===== src/rtl/vram_arbiter_pkg.sv =====
// ---------------------------------------------------------------------------
// vram_arbiter_pkg
// Shared types and constants for the video RAM arbiter:
//   grant_state_t : grant FSM encoding (S_IDLE, S_DISP, S_HOST)
//   rd_tag_t      : read-return tag (TAG_NONE, TAG_DISP, TAG_HOST)
//   CNT_W         : width of the wait and conflict counters
//   WAIT_MAX_DEF  : default host starvation threshold
//   sat_inc       : saturating increment for CNT_W-wide counters
// ---------------------------------------------------------------------------
package vram_arbiter_pkg;

    localparam int CNT_W        = 16;
    localparam int WAIT_MAX_DEF = 255;

    typedef enum logic [1:0] {
        S_IDLE = 2'd0,
        S_DISP = 2'd1,
        S_HOST = 2'd2
    } grant_state_t;

    typedef enum logic [1:0] {
        TAG_NONE = 2'd0,
        TAG_DISP = 2'd1,
        TAG_HOST = 2'd2
    } rd_tag_t;

    function automatic logic [CNT_W-1:0] sat_inc(input logic [CNT_W-1:0] v);
        return (v == '1) ? v : v + CNT_W'(1);
    endfunction

endpackage


===== src/rtl/vram_arbiter_if.sv =====
// ---------------------------------------------------------------------------
// vram_arbiter_if
// Bundles the display port, host port, statistics and RAM command/return
// signals of the arbiter.
//   modport master : the arbiter's view (takes requests and RAM read data,
//                    drives responses and RAM commands)
//   slave          : the environment's view (requesters plus RAM)
// Handshake: disp_req is a per-cycle request, one word per asserted cycle;
// host_req is held until host_ack pulses, and host_ack means the command
// has been issued to RAM in that same cycle. Read data comes back as a
// one-cycle valid pulse with data held between pulses.
// ---------------------------------------------------------------------------
interface vram_arbiter_if #(
    parameter int ADDR_W = 15,
    parameter int DATA_W = 8
);
    // display scan-out port
    logic                                 disp_req;
    logic [ADDR_W-1:0]                    disp_addr;
    logic [DATA_W-1:0]                    disp_data;
    logic                                 disp_valid;
    // host port
    logic                                 host_req;
    logic                                 host_we;
    logic [ADDR_W-1:0]                    host_addr;
    logic [DATA_W-1:0]                    host_wdata;
    logic                                 host_ack;
    logic [DATA_W-1:0]                    host_rdata;
    logic                                 host_rvalid;
    logic                                 host_starve;
    // statistics
    logic                                 stat_clr;
    logic [vram_arbiter_pkg::CNT_W-1:0]   stat_conflict;
    // synchronous single-port RAM
    logic                                 ram_ce;
    logic                                 ram_we;
    logic [ADDR_W-1:0]                    ram_addr;
    logic [DATA_W-1:0]                    ram_wdata;
    logic [DATA_W-1:0]                    ram_rdata;

    modport master (
        input  disp_req, disp_addr, host_req, host_we, host_addr, host_wdata,
               stat_clr, ram_rdata,
        output disp_data, disp_valid, host_ack, host_rdata, host_rvalid,
               host_starve, stat_conflict, ram_ce, ram_we, ram_addr, ram_wdata
    );

    modport slave (
        output disp_req, disp_addr, host_req, host_we, host_addr, host_wdata,
               stat_clr, ram_rdata,
        input  disp_data, disp_valid, host_ack, host_rdata, host_rvalid,
               host_starve, stat_conflict, ram_ce, ram_we, ram_addr, ram_wdata
    );

endinterface


===== src/rtl/vram_arb_rdpipe.sv =====
// ---------------------------------------------------------------------------
// vram_arb_rdpipe
// Carries the read tag of each issued command alongside the RAM access and
// steers RAM read data to the display or host output.
//   i_clk, i_rst   : clock, synchronous active-high reset
//   i_tag          : tag of the command being decided this cycle
//   i_ram_rdata    : RAM read data (valid two cycles after the decision)
//   o_disp_data/o_disp_valid   : display return, data held between pulses
//   o_host_rdata/o_host_rvalid : host return, data held between pulses
// Stage 1 lines up with the registered RAM command, stage 2 with the RAM
// read data; the output registers make the total latency three cycles.
// ---------------------------------------------------------------------------
module vram_arb_rdpipe
    import vram_arbiter_pkg::*;
#(
    parameter int DATA_W = 8
) (
    input  logic              i_clk,
    input  logic              i_rst,
    input  rd_tag_t           i_tag,
    input  logic [DATA_W-1:0] i_ram_rdata,
    output logic [DATA_W-1:0] o_disp_data,
    output logic              o_disp_valid,
    output logic [DATA_W-1:0] o_host_rdata,
    output logic              o_host_rvalid
);

    rd_tag_t           r_tag_s1;
    rd_tag_t           r_tag_s2;
    logic [DATA_W-1:0] r_disp_data;
    logic              r_disp_valid;
    logic [DATA_W-1:0] r_host_rdata;
    logic              r_host_rvalid;

    always_ff @(posedge i_clk) begin
        if (i_rst) begin
            // Flushing both tag stages drops any read in flight, so no
            // valid pulse can appear after reset.
            r_tag_s1      <= TAG_NONE;
            r_tag_s2      <= TAG_NONE;
            r_disp_data   <= '0;
            r_disp_valid  <= 1'b0;
            r_host_rdata  <= '0;
            r_host_rvalid <= 1'b0;
        end else begin
            r_tag_s1      <= i_tag;
            r_tag_s2      <= r_tag_s1;
            r_disp_valid  <= (r_tag_s2 == TAG_DISP);
            r_host_rvalid <= (r_tag_s2 == TAG_HOST);
            if (r_tag_s2 == TAG_DISP) begin
                r_disp_data <= i_ram_rdata;
            end
            if (r_tag_s2 == TAG_HOST) begin
                r_host_rdata <= i_ram_rdata;
            end
        end
    end

    assign o_disp_data   = r_disp_data;
    assign o_disp_valid  = r_disp_valid;
    assign o_host_rdata  = r_host_rdata;
    assign o_host_rvalid = r_host_rvalid;

endmodule


===== src/rtl/vram_arbiter.sv =====
// ---------------------------------------------------------------------------
// vram_arbiter
// Single-port video RAM arbiter. Display fetches always win; the host is
// served in any cycle without a display fetch, except the cycle in which
// host_ack is high, so a held host_req cannot issue twice.
//   i_clk        : system clock
//   i_rst        : synchronous active-high reset
//   bus          : vram_arbiter_if.master (display, host, stats, RAM)
//   o_dbg_state  : current grant state (command being issued to RAM)
// Timing: request at t, RAM command and host_ack at t+1, RAM data at t+2,
// valid pulse and data at t+3.
// Optional feature: define VRAM_ARB_STATS_EN to build the 16-bit conflict
// counter; otherwise stat_conflict is tied to zero and stat_clr is ignored.
// ---------------------------------------------------------------------------
module vram_arbiter
    import vram_arbiter_pkg::*;
#(
    parameter int ADDR_W   = 15,
    parameter int DATA_W   = 8,
    parameter int WAIT_MAX = WAIT_MAX_DEF
) (
    input  logic          i_clk,
    input  logic          i_rst,
    vram_arbiter_if.master bus,
    output grant_state_t  o_dbg_state
);

    localparam logic [CNT_W-1:0] WAIT_MAX_C = CNT_W'(WAIT_MAX);

    grant_state_t      r_state;
    logic              r_ram_ce;
    logic              r_ram_we;
    logic [ADDR_W-1:0] r_ram_addr;
    logic [DATA_W-1:0] r_ram_wdata;
    logic              r_host_ack;
    logic [CNT_W-1:0]  r_wait_cnt;

    logic              w_grant_disp;
    logic              w_grant_host;
    rd_tag_t           w_issue_tag;

    // Grant decision for the current cycle. The r_host_ack term is the
    // turnaround: the requester only sees its ack now, so its request
    // is still up and must not be granted again.
    assign w_grant_disp = bus.disp_req;
    assign w_grant_host = !bus.disp_req && bus.host_req && !r_host_ack;

    // Host writes return nothing, so they carry no tag.
    assign w_issue_tag = w_grant_disp                  ? TAG_DISP :
                         (w_grant_host && !bus.host_we) ? TAG_HOST :
                                                          TAG_NONE;

    // Grant FSM with registered RAM command and host_ack.
    always_ff @(posedge i_clk) begin
        if (i_rst) begin
            r_state     <= S_IDLE;
            r_ram_ce    <= 1'b0;
            r_ram_we    <= 1'b0;
            r_ram_addr  <= '0;
            r_ram_wdata <= '0;
            r_host_ack  <= 1'b0;
        end else if (w_grant_disp) begin
            r_state     <= S_DISP;
            r_ram_ce    <= 1'b1;
            r_ram_we    <= 1'b0;
            r_ram_addr  <= bus.disp_addr;
            r_host_ack  <= 1'b0;
        end else if (w_grant_host) begin
            r_state     <= S_HOST;
            r_ram_ce    <= 1'b1;
            r_ram_we    <= bus.host_we;
            r_ram_addr  <= bus.host_addr;
            r_ram_wdata <= bus.host_wdata;
            r_host_ack  <= 1'b1;
        end else begin
            r_state     <= S_IDLE;
            r_ram_ce    <= 1'b0;
            r_ram_we    <= 1'b0;
            r_host_ack  <= 1'b0;
        end
    end

    // Consecutive cycles the host has been kept waiting. The ack
    // turnaround cycle counts as waiting if the request is still held.
    always_ff @(posedge i_clk) begin
        if (i_rst) begin
            r_wait_cnt <= '0;
        end else if (!bus.host_req || w_grant_host) begin
            r_wait_cnt <= '0;
        end else begin
            r_wait_cnt <= sat_inc(r_wait_cnt);
        end
    end

    vram_arb_rdpipe #(
        .DATA_W (DATA_W)
    ) u_rdpipe (
        .i_clk         (i_clk),
        .i_rst         (i_rst),
        .i_tag         (w_issue_tag),
        .i_ram_rdata   (bus.ram_rdata),
        .o_disp_data   (bus.disp_data),
        .o_disp_valid  (bus.disp_valid),
        .o_host_rdata  (bus.host_rdata),
        .o_host_rvalid (bus.host_rvalid)
    );

`ifdef VRAM_ARB_STATS_EN
    logic [CNT_W-1:0] r_stat_conflict;

    // Clear wins over a same-cycle increment.
    always_ff @(posedge i_clk) begin
        if (i_rst) begin
            r_stat_conflict <= '0;
        end else if (bus.stat_clr) begin
            r_stat_conflict <= '0;
        end else if (bus.disp_req && bus.host_req) begin
            r_stat_conflict <= sat_inc(r_stat_conflict);
        end
    end

    assign bus.stat_conflict = r_stat_conflict;
`else
    logic w_unused_stat_clr;

    assign w_unused_stat_clr = bus.stat_clr;
    assign bus.stat_conflict = '0;
`endif

    assign bus.ram_ce      = r_ram_ce;
    assign bus.ram_we      = r_ram_we;
    assign bus.ram_addr    = r_ram_addr;
    assign bus.ram_wdata   = r_ram_wdata;
    assign bus.host_ack    = r_host_ack;
    assign bus.host_starve = (r_wait_cnt >= WAIT_MAX_C);
    assign o_dbg_state     = r_state;

endmodule

===== src/flat_wrapper.sv =====
// flat-port wrapper written by rule: the top's interface ports become plain ports
module vram_arbiter_flat import vram_arbiter_pkg::*;
#(
    parameter int ADDR_W   = 15,
    parameter int DATA_W   = 8,
    parameter int WAIT_MAX = WAIT_MAX_DEF
)
  (i_clk, i_rst, o_dbg_state, bus_disp_req, bus_disp_addr, bus_host_req, bus_host_we, bus_host_addr, bus_host_wdata, bus_stat_clr, bus_ram_rdata, bus_disp_data, bus_disp_valid, bus_host_ack, bus_host_rdata, bus_host_rvalid, bus_host_starve, bus_stat_conflict, bus_ram_ce, bus_ram_we, bus_ram_addr, bus_ram_wdata);
  vram_arbiter_if #(.ADDR_W(ADDR_W), .DATA_W(DATA_W)) bus_i ();
  input  logic i_clk;
  input  logic i_rst;
  output grant_state_t o_dbg_state;
  input wire logic [$bits(bus_i.disp_req)-1:0] bus_disp_req;
  input wire logic [$bits(bus_i.disp_addr)-1:0] bus_disp_addr;
  input wire logic [$bits(bus_i.host_req)-1:0] bus_host_req;
  input wire logic [$bits(bus_i.host_we)-1:0] bus_host_we;
  input wire logic [$bits(bus_i.host_addr)-1:0] bus_host_addr;
  input wire logic [$bits(bus_i.host_wdata)-1:0] bus_host_wdata;
  input wire logic [$bits(bus_i.stat_clr)-1:0] bus_stat_clr;
  input wire logic [$bits(bus_i.ram_rdata)-1:0] bus_ram_rdata;
  output wire logic [$bits(bus_i.disp_data)-1:0] bus_disp_data;
  output wire logic [$bits(bus_i.disp_valid)-1:0] bus_disp_valid;
  output wire logic [$bits(bus_i.host_ack)-1:0] bus_host_ack;
  output wire logic [$bits(bus_i.host_rdata)-1:0] bus_host_rdata;
  output wire logic [$bits(bus_i.host_rvalid)-1:0] bus_host_rvalid;
  output wire logic [$bits(bus_i.host_starve)-1:0] bus_host_starve;
  output wire logic [$bits(bus_i.stat_conflict)-1:0] bus_stat_conflict;
  output wire logic [$bits(bus_i.ram_ce)-1:0] bus_ram_ce;
  output wire logic [$bits(bus_i.ram_we)-1:0] bus_ram_we;
  output wire logic [$bits(bus_i.ram_addr)-1:0] bus_ram_addr;
  output wire logic [$bits(bus_i.ram_wdata)-1:0] bus_ram_wdata;
  assign bus_i.disp_req = bus_disp_req;
  assign bus_i.disp_addr = bus_disp_addr;
  assign bus_i.host_req = bus_host_req;
  assign bus_i.host_we = bus_host_we;
  assign bus_i.host_addr = bus_host_addr;
  assign bus_i.host_wdata = bus_host_wdata;
  assign bus_i.stat_clr = bus_stat_clr;
  assign bus_i.ram_rdata = bus_ram_rdata;
  assign bus_disp_data = bus_i.disp_data;
  assign bus_disp_valid = bus_i.disp_valid;
  assign bus_host_ack = bus_i.host_ack;
  assign bus_host_rdata = bus_i.host_rdata;
  assign bus_host_rvalid = bus_i.host_rvalid;
  assign bus_host_starve = bus_i.host_starve;
  assign bus_stat_conflict = bus_i.stat_conflict;
  assign bus_ram_ce = bus_i.ram_ce;
  assign bus_ram_we = bus_i.ram_we;
  assign bus_ram_addr = bus_i.ram_addr;
  assign bus_ram_wdata = bus_i.ram_wdata;
  vram_arbiter #(.ADDR_W(ADDR_W), .DATA_W(DATA_W), .WAIT_MAX(WAIT_MAX)) u_core (.i_clk(i_clk), .i_rst(i_rst), .bus(bus_i), .o_dbg_state(o_dbg_state));
endmodule

===== config.mk =====
export PLATFORM = sky130hd
export DESIGN_NAME = vram_arbiter_flat
export DESIGN_NICKNAME = d
export VERILOG_FILES = /design/src/rtl/vram_arbiter_pkg.sv /design/src/rtl/vram_arbiter_if.sv /design/src/rtl/vram_arb_rdpipe.sv /design/src/rtl/vram_arbiter.sv /design/src/flat_wrapper.sv
export SDC_FILE = /design/constraint.sdc
export NUM_CORES = 1
export LEC_CHECK = 0
export ABC_AREA = 1
export ABC_CLOCK_PERIOD_IN_PS = 1300
export CORE_MARGIN = 4
export CORE_UTILIZATION = 30
export DETAILED_ROUTE_END_ITERATION = 10
export GPL_TIMING_DRIVEN = 0
export PLACE_DENSITY = 0.73
export SYNTH_ARGS = -nofsm -noshare
export SYNTH_HDL_FRONTEND = slang
export SYNTH_SLANG_ARGS = --single-unit

===== constraint.sdc =====
create_clock -name i_clk -period 1.3 [get_ports i_clk]
set_input_delay 0.26 -clock i_clk [delete_from_list [all_inputs] [get_ports i_clk]]
set_output_delay 0.26 -clock i_clk [all_outputs]
set_load 0.02 [all_outputs]

# Yosys cells after proc, flatten, opt, wreduce, memory -nomap -nowiden
# Index checks and enable logic that the tools add are counted.
[word_totals]
reg_bits = 66
inputBits = 52
output_inout_bits = 63
elab_cells = 43
[classes]
eq_ne = 3
reduce_logical = 13
n_addsub = 1
n_mux = 8
n_bitwise = 2
order_cmp = 1
[ops]
columns = ["cell", "count"]
rows = [
  ["$mux W15", 2],
  ["$add A16 B1 Y16 const B", 1],
  ["$eq A16 B16 Y1 const B", 1],
  ["$ge A16 B8 Y1 const B", 1],
  ["$logic_not A1 Y1", 4],
  ["$mux W1", 4],
  ["$mux W2", 2],
  ["$reduce_or A2 Y1", 2],
  ["$logic_and A1 B1 Y1", 3],
  ["$reduce_or A3 Y1", 1],
  ["$eq A2 B1 Y1 const B", 1],
  ["$eq A2 B2 Y1 const B", 1],
  ["$not A1 Y1", 2],
  ["$reduce_and A2 Y1", 1],
  ["$reduce_bool A2 Y1", 1],
  ["$logic_or A1 B1 Y1", 1],
]

# Longest topological paths before layout
[logic_depth]
ltp_word = 6
depth_mapped = 10
depth_no_buf = 9

# Cells and area by module
# A second synthesis with hierarchy kept.
[unflattened]
hier_cells = 412
area_unflattened_um2 = 3016.6
[modules_own_cells]
columns = ["mod", "seq_area_each_um2", "cells_each", "instances", "area_each_um2"]
rows = [
  ["vram_arbiter", 860.8, 300, 1, 2160.8],
  ["vram_arb_rdpipe", 440.4, 112, 1, 855.8],
]

# Worst setup path before layout
# OpenSTA, ideal clock, no wires.
[synth_timing]
path_type = "reg-to-reg"
start = "register u_core.r_wait_cnt[0]"
end = "register u_core.r_wait_cnt[1]"
synth_period_minus_slack_ns = 1.337
setup_ns = 0.125
stages_incl_launch_ff = 10
required_time_ns = 1.175
arrival_ns = 1.212
path_slack_ns = -0.037
path_buffers = 1
cell_sequence = "dfxtp_1 ha_1 inv_2 nor2_2 nand2_2 inv_2 nand2_4 buf_6 nand2_1 a21oi_1"
[synth_via]
elab_chain_cells = 1
word_cells_on_any_way = 2
classes_between = "add/sub (1); eq/ne (1)"
[synth_rtl]
columns = ["element", "line_no", "rtl"]
rows = [
  ["start: declaration", "vram_arbiter.sv:36", "logic [CNT_W-1:0] r_wait_cnt;"],
  ["start signal: assignment", "vram_arbiter.sv:91", "r_wait_cnt <= sat_inc(r_wait_cnt);"],
  ["$add A16 B1 Y16 or $eq A16 B16 Y1 (tied branches)", "vram_arbiter_pkg.sv:28", "return (v == '1) ? v : v + CNT_W'(1);"],
]
# Parallel ways exist; a longest one is shown, timed or not.
# A chain may end at the register's enable or synchronous reset.

# Final worst setup path
[layout_timing]
start = "register u_core.r_wait_cnt[8]"
end = "output port bus_host_starve"
[layout_via]
elab_chain_cells = 1
[layout_rtl]
columns = ["element", "line_no", "rtl"]
rows = [
  ["$ge A16 B8 Y1", "vram_arbiter.sv:135", "assign bus.host_starve = (r_wait_cnt >= WAIT_MAX_C);"],
  ["end: declaration", "flat_wrapper.sv:26", "output wire logic [$bits(bus_i.host_starve)-1:0] bus_host_starve;"],
]
# Every way passes these cells.

==> results.cfg <==
[logic_synthesis]
yosys.cell_count.top_type = sky130_fd_sc_hd__nand2_1
synth_simple_gate_area_share_pct = 27.1
postSynth.topFlopCell = sky130_fd_sc_hd__dfxtp_1
yosys_warning_total = 0
ys_seq_elements = 64
synth.area.mux_share_pct = 0
post_synth_inst_count = 374
synth_cell_types = 32
synth.area.top_cells = sky130_fd_sc_hd__dfxtp_1, sky130_fd_sc_hd__nand2_1, sky130_fd_sc_hd__nor2_1
yosys.area.top_type_share_pct = 45.5
seq_area_frac_synth_pct = 45.5
synth_top_family_by_area = simple AND/OR/NAND/NOR gates
share_of_the_synthesized_area_in_compound_gates_ao_oa_aoi_oai_pct = 15.2
synth_enable_flop_cells = 0
post-synth-top-area-cell = sky130_fd_sc_hd__dfxtp_1
syn_area_per_cell_um2 = 7.52
post_synth_most_frequent_cells = sky130_fd_sc_hd__nand2_1, sky130_fd_sc_hd__dfxtp_1, sky130_fd_sc_hd__nor2_1, sky130_fd_sc_hd__o21ai_0, sky130_fd_sc_hd__inv_1
synth_async_sr_flop_share_pct = 0
synth-xor-area-share_pct = 0
synth.cell_area_um2 = 2810
post_synthesis_share_of_cell_area_spent_on_full_adders_half_adders_and_majority_gates_pct = 0.445

[clock_network]
worst_setup_hold_path_clk_slew_ps = 70
clock_tree_from_tritoncts = done
cts.htree.levels = 3
clk_path_buf_depth = 2
root_buffer = sky130_fd_sc_hd__clkbuf_8
numClockSinks = 64
clk-insertion-delay-late_ps = 330
tritoncts.num_buffers = 9

[route]
dr.first_iter.drc_count = 170
detail_route.drc_violations = 0
post_dr_wirelength_cell_um = 12.5
routed_wirelength_mm = 7.76
drtPass1Iterations = 5
route.vias.total = 2841
route.detailed.vias_per_inst = 4.58
postRouteAntennaNets = 0

[timing]
minimum_clock_period_ps = 1540
post-route-period-util_pct = 118
setup_total_negative_slack_ps = -669
fin_ws_ps = -236
max_fclk_ghz = 0.651
final-max-slew-violation-count = 0
timing.hold.ws_ps = 201
fin_skew_ps = 7.51
grt_setup_unrepaired = true
final_hold_viol_count = 0
setup_viol = 15

[layout]
fill_cells = 905
total_area_of_multi_input_combinational_cells_um2 = 1370
seqCellArea_um2 = 1300
final_net_count = 557
area_growth_pct = 54.3
antenna_cells = 0
drive_above_1_share_pct = 24.0

[setup_path]
data_arrival_time_of_the_critical_path_ps = 1280
timing.critical_path.from = u_core.r_wait_cnt[8]$_SDFFE_PP0P_
worstSetupEndpointType = output pin
timing.rr.start = u_core.r_wait_cnt[0]$_SDFFE_PP0P_
worst_ep_required_time_ps = 1040
critPathSlowestCell = sky130_fd_sc_hd__dfxtp_4
critical_path.n_buffers_inverters = 1
critical-path-max-stage-delay_ps = 370
timing.critical_path.cells = nor4_4 -> nand3_2 -> buf_6
critPathTopFamily = simple AND/OR/NAND/NOR gates
critical_path.max_fanout = 6
setup.worst_path.class = flop to output pin
worst_setup_path_start_kind = flop

[floorplanning]
horizontal_die_dimension_um = 105
placementRows = 35
initial_core_util_pct = 30.6
design.portCount = 115
placeableCoreArea_um2 = 9200
floorplan.die.height_um = 105
dieArea_um2 = 11000

[place]
hpwl_mm = 5.59
io_buf_count = 95
gpl.final_weighted_congestion = 0.837

[run_status]
failed_checks = negative setup slack
outcome = finished, violations left

[global_route]
grt_antenna_before_repair = 0
global_route_wire_length_before_repair_mm = 12.3
first_global_vias = 2710
grt-ovfl-total = 0
grt_start_max_net_pins = 13
gr-usage-all-layers_pct = 13.7

[job]
max-cap-violations = 0

[power_and_ir_drop]
power.density_nw_per_um2 = 1020
total_leakage_power_nw = 1.87
vdd_ir_drop_max_uv = 642

[worst_hold_path]
hold_path_startpoint = i_rst
min-delay-path-class = input pin to flop
[layout make-up]
type | count | area share, %
tap | 111 | 3.20
timing repair buffer | 104 | 22.5
clock buffer | 9 | 2.85
inverter | 33 | 2.97
clock inverter | 7 | 1.67
sequential | 64 | 30.0
buffer | 32 | 5.13
multi-input combinational | 260 | 31.6
[flip-flops by register name, indices dropped and copies added, names as in the netlist]
signal / count
u_core.u_rdpipe.o_host_rvalid: 1
u_core.bus.ram_we: 1
u_core.u_rdpipe.r_tag_s1: 2
u_core.bus.host_ack: 1
u_core.r_wait_cnt: 16
u_core.u_rdpipe.o_host_rdata: 8
u_core.u_rdpipe.o_disp_data: 8
u_core.u_rdpipe.r_tag_s2: 2
u_core.u_rdpipe.o_disp_valid: 1
u_core.bus.ram_wdata: 8
u_core.bus.ram_ce: 1
u_core.bus.ram_addr: 15
[stage by stage]
stage               area [um^2]  instances  worst slack (ps)  total power [mW]  util (%)
CTS                        4270        619              -241              4.44      46.4
finish                     4340        620              -236              4.41      47.2
global route               4340        620              -329              4.61      47.2
floorplan                  2880        389              17.6              2.47         -
detailed placement         3970        595              -517              2.82      43.2
global placement           3970        595              -511              2.81      43.2
[final timing paths]
kind / end / slack, ps / depth (start not counted)
setup / recovery: bus_host_starve / -240 / 3
hold / removal: u_core.bus.ram_wdata[4]$_SDFFE_PP0P_ / 200 / 2
setup reg to reg: u_core.r_wait_cnt[0]$_SDFFE_PP0P_ / -60 / 10
hold reg to reg: u_core.u_rdpipe.r_tag_s2[0]$_SDFF_PP0_ / 420 / 2
[routing by layer]
layer  wire (um)  global-route usage [%]
met1        3000                    14.8
met2        3850                    23.2
met3         737                    5.74
met4         163                    6.47
met5           0                       0
[worst register-to-register path, delay by kind of cell, from the launching register on]
| kind | cells | cell delay [ps] |
|---|---|---|
| buf+inv | 4 | 400 |
| simple gates | 4 | 300 |
| flops | 1 | 360 |
| compound gates | 1 | 50 |
| fa+ha+maj | 1 | 140 |
[kinds of logic (layout without fill, tap and decap cells)]
kind of cell	count (synthesis)	after routing
adder cells (fa/ha/maj)	1	1
AND/OR/NAND/NOR	172	172
other	1	16
flip-flops	64	64
AO/OA/AOI/OAI	71	71
buffers and inverters	65	185
[repair_timing]
item	4_1_cts	5_1_grt
hold buffers	0	0
pin swaps	6	3
gates resized for setup	87	72
setup endpoints to repair	74	70
buffers inserted	7	1
gates cloned	1	0
[layout by cell type (no fill, tap or decap), drive strengths merged]
cell and instances:
clkdlybuf4s50 48, ha 1, nor2 56, a31oi 22, clkinv 5, a21oi 12, conb 16, nand2 87
nand3 18, clkbuf 26, dlygate4sd2 8, clkdlybuf4s15 26, o21ai 37, nor3b 1, or2 3, dfxtp 64
nor3 1, bufinv 1, nand4 3, nor4 2, inv 32, nand3b 1, buf 37, clkinvlp 2
[report_power, final]
part,total (mW),switching (mW),internal (mW)
clock,1.66,0.780,0.884
combinational,0.667,0.351,0.315
sequential,2.08,0.0401,2.04
total,4.41,1.17,3.24
(Power assumes the default switching activity.)
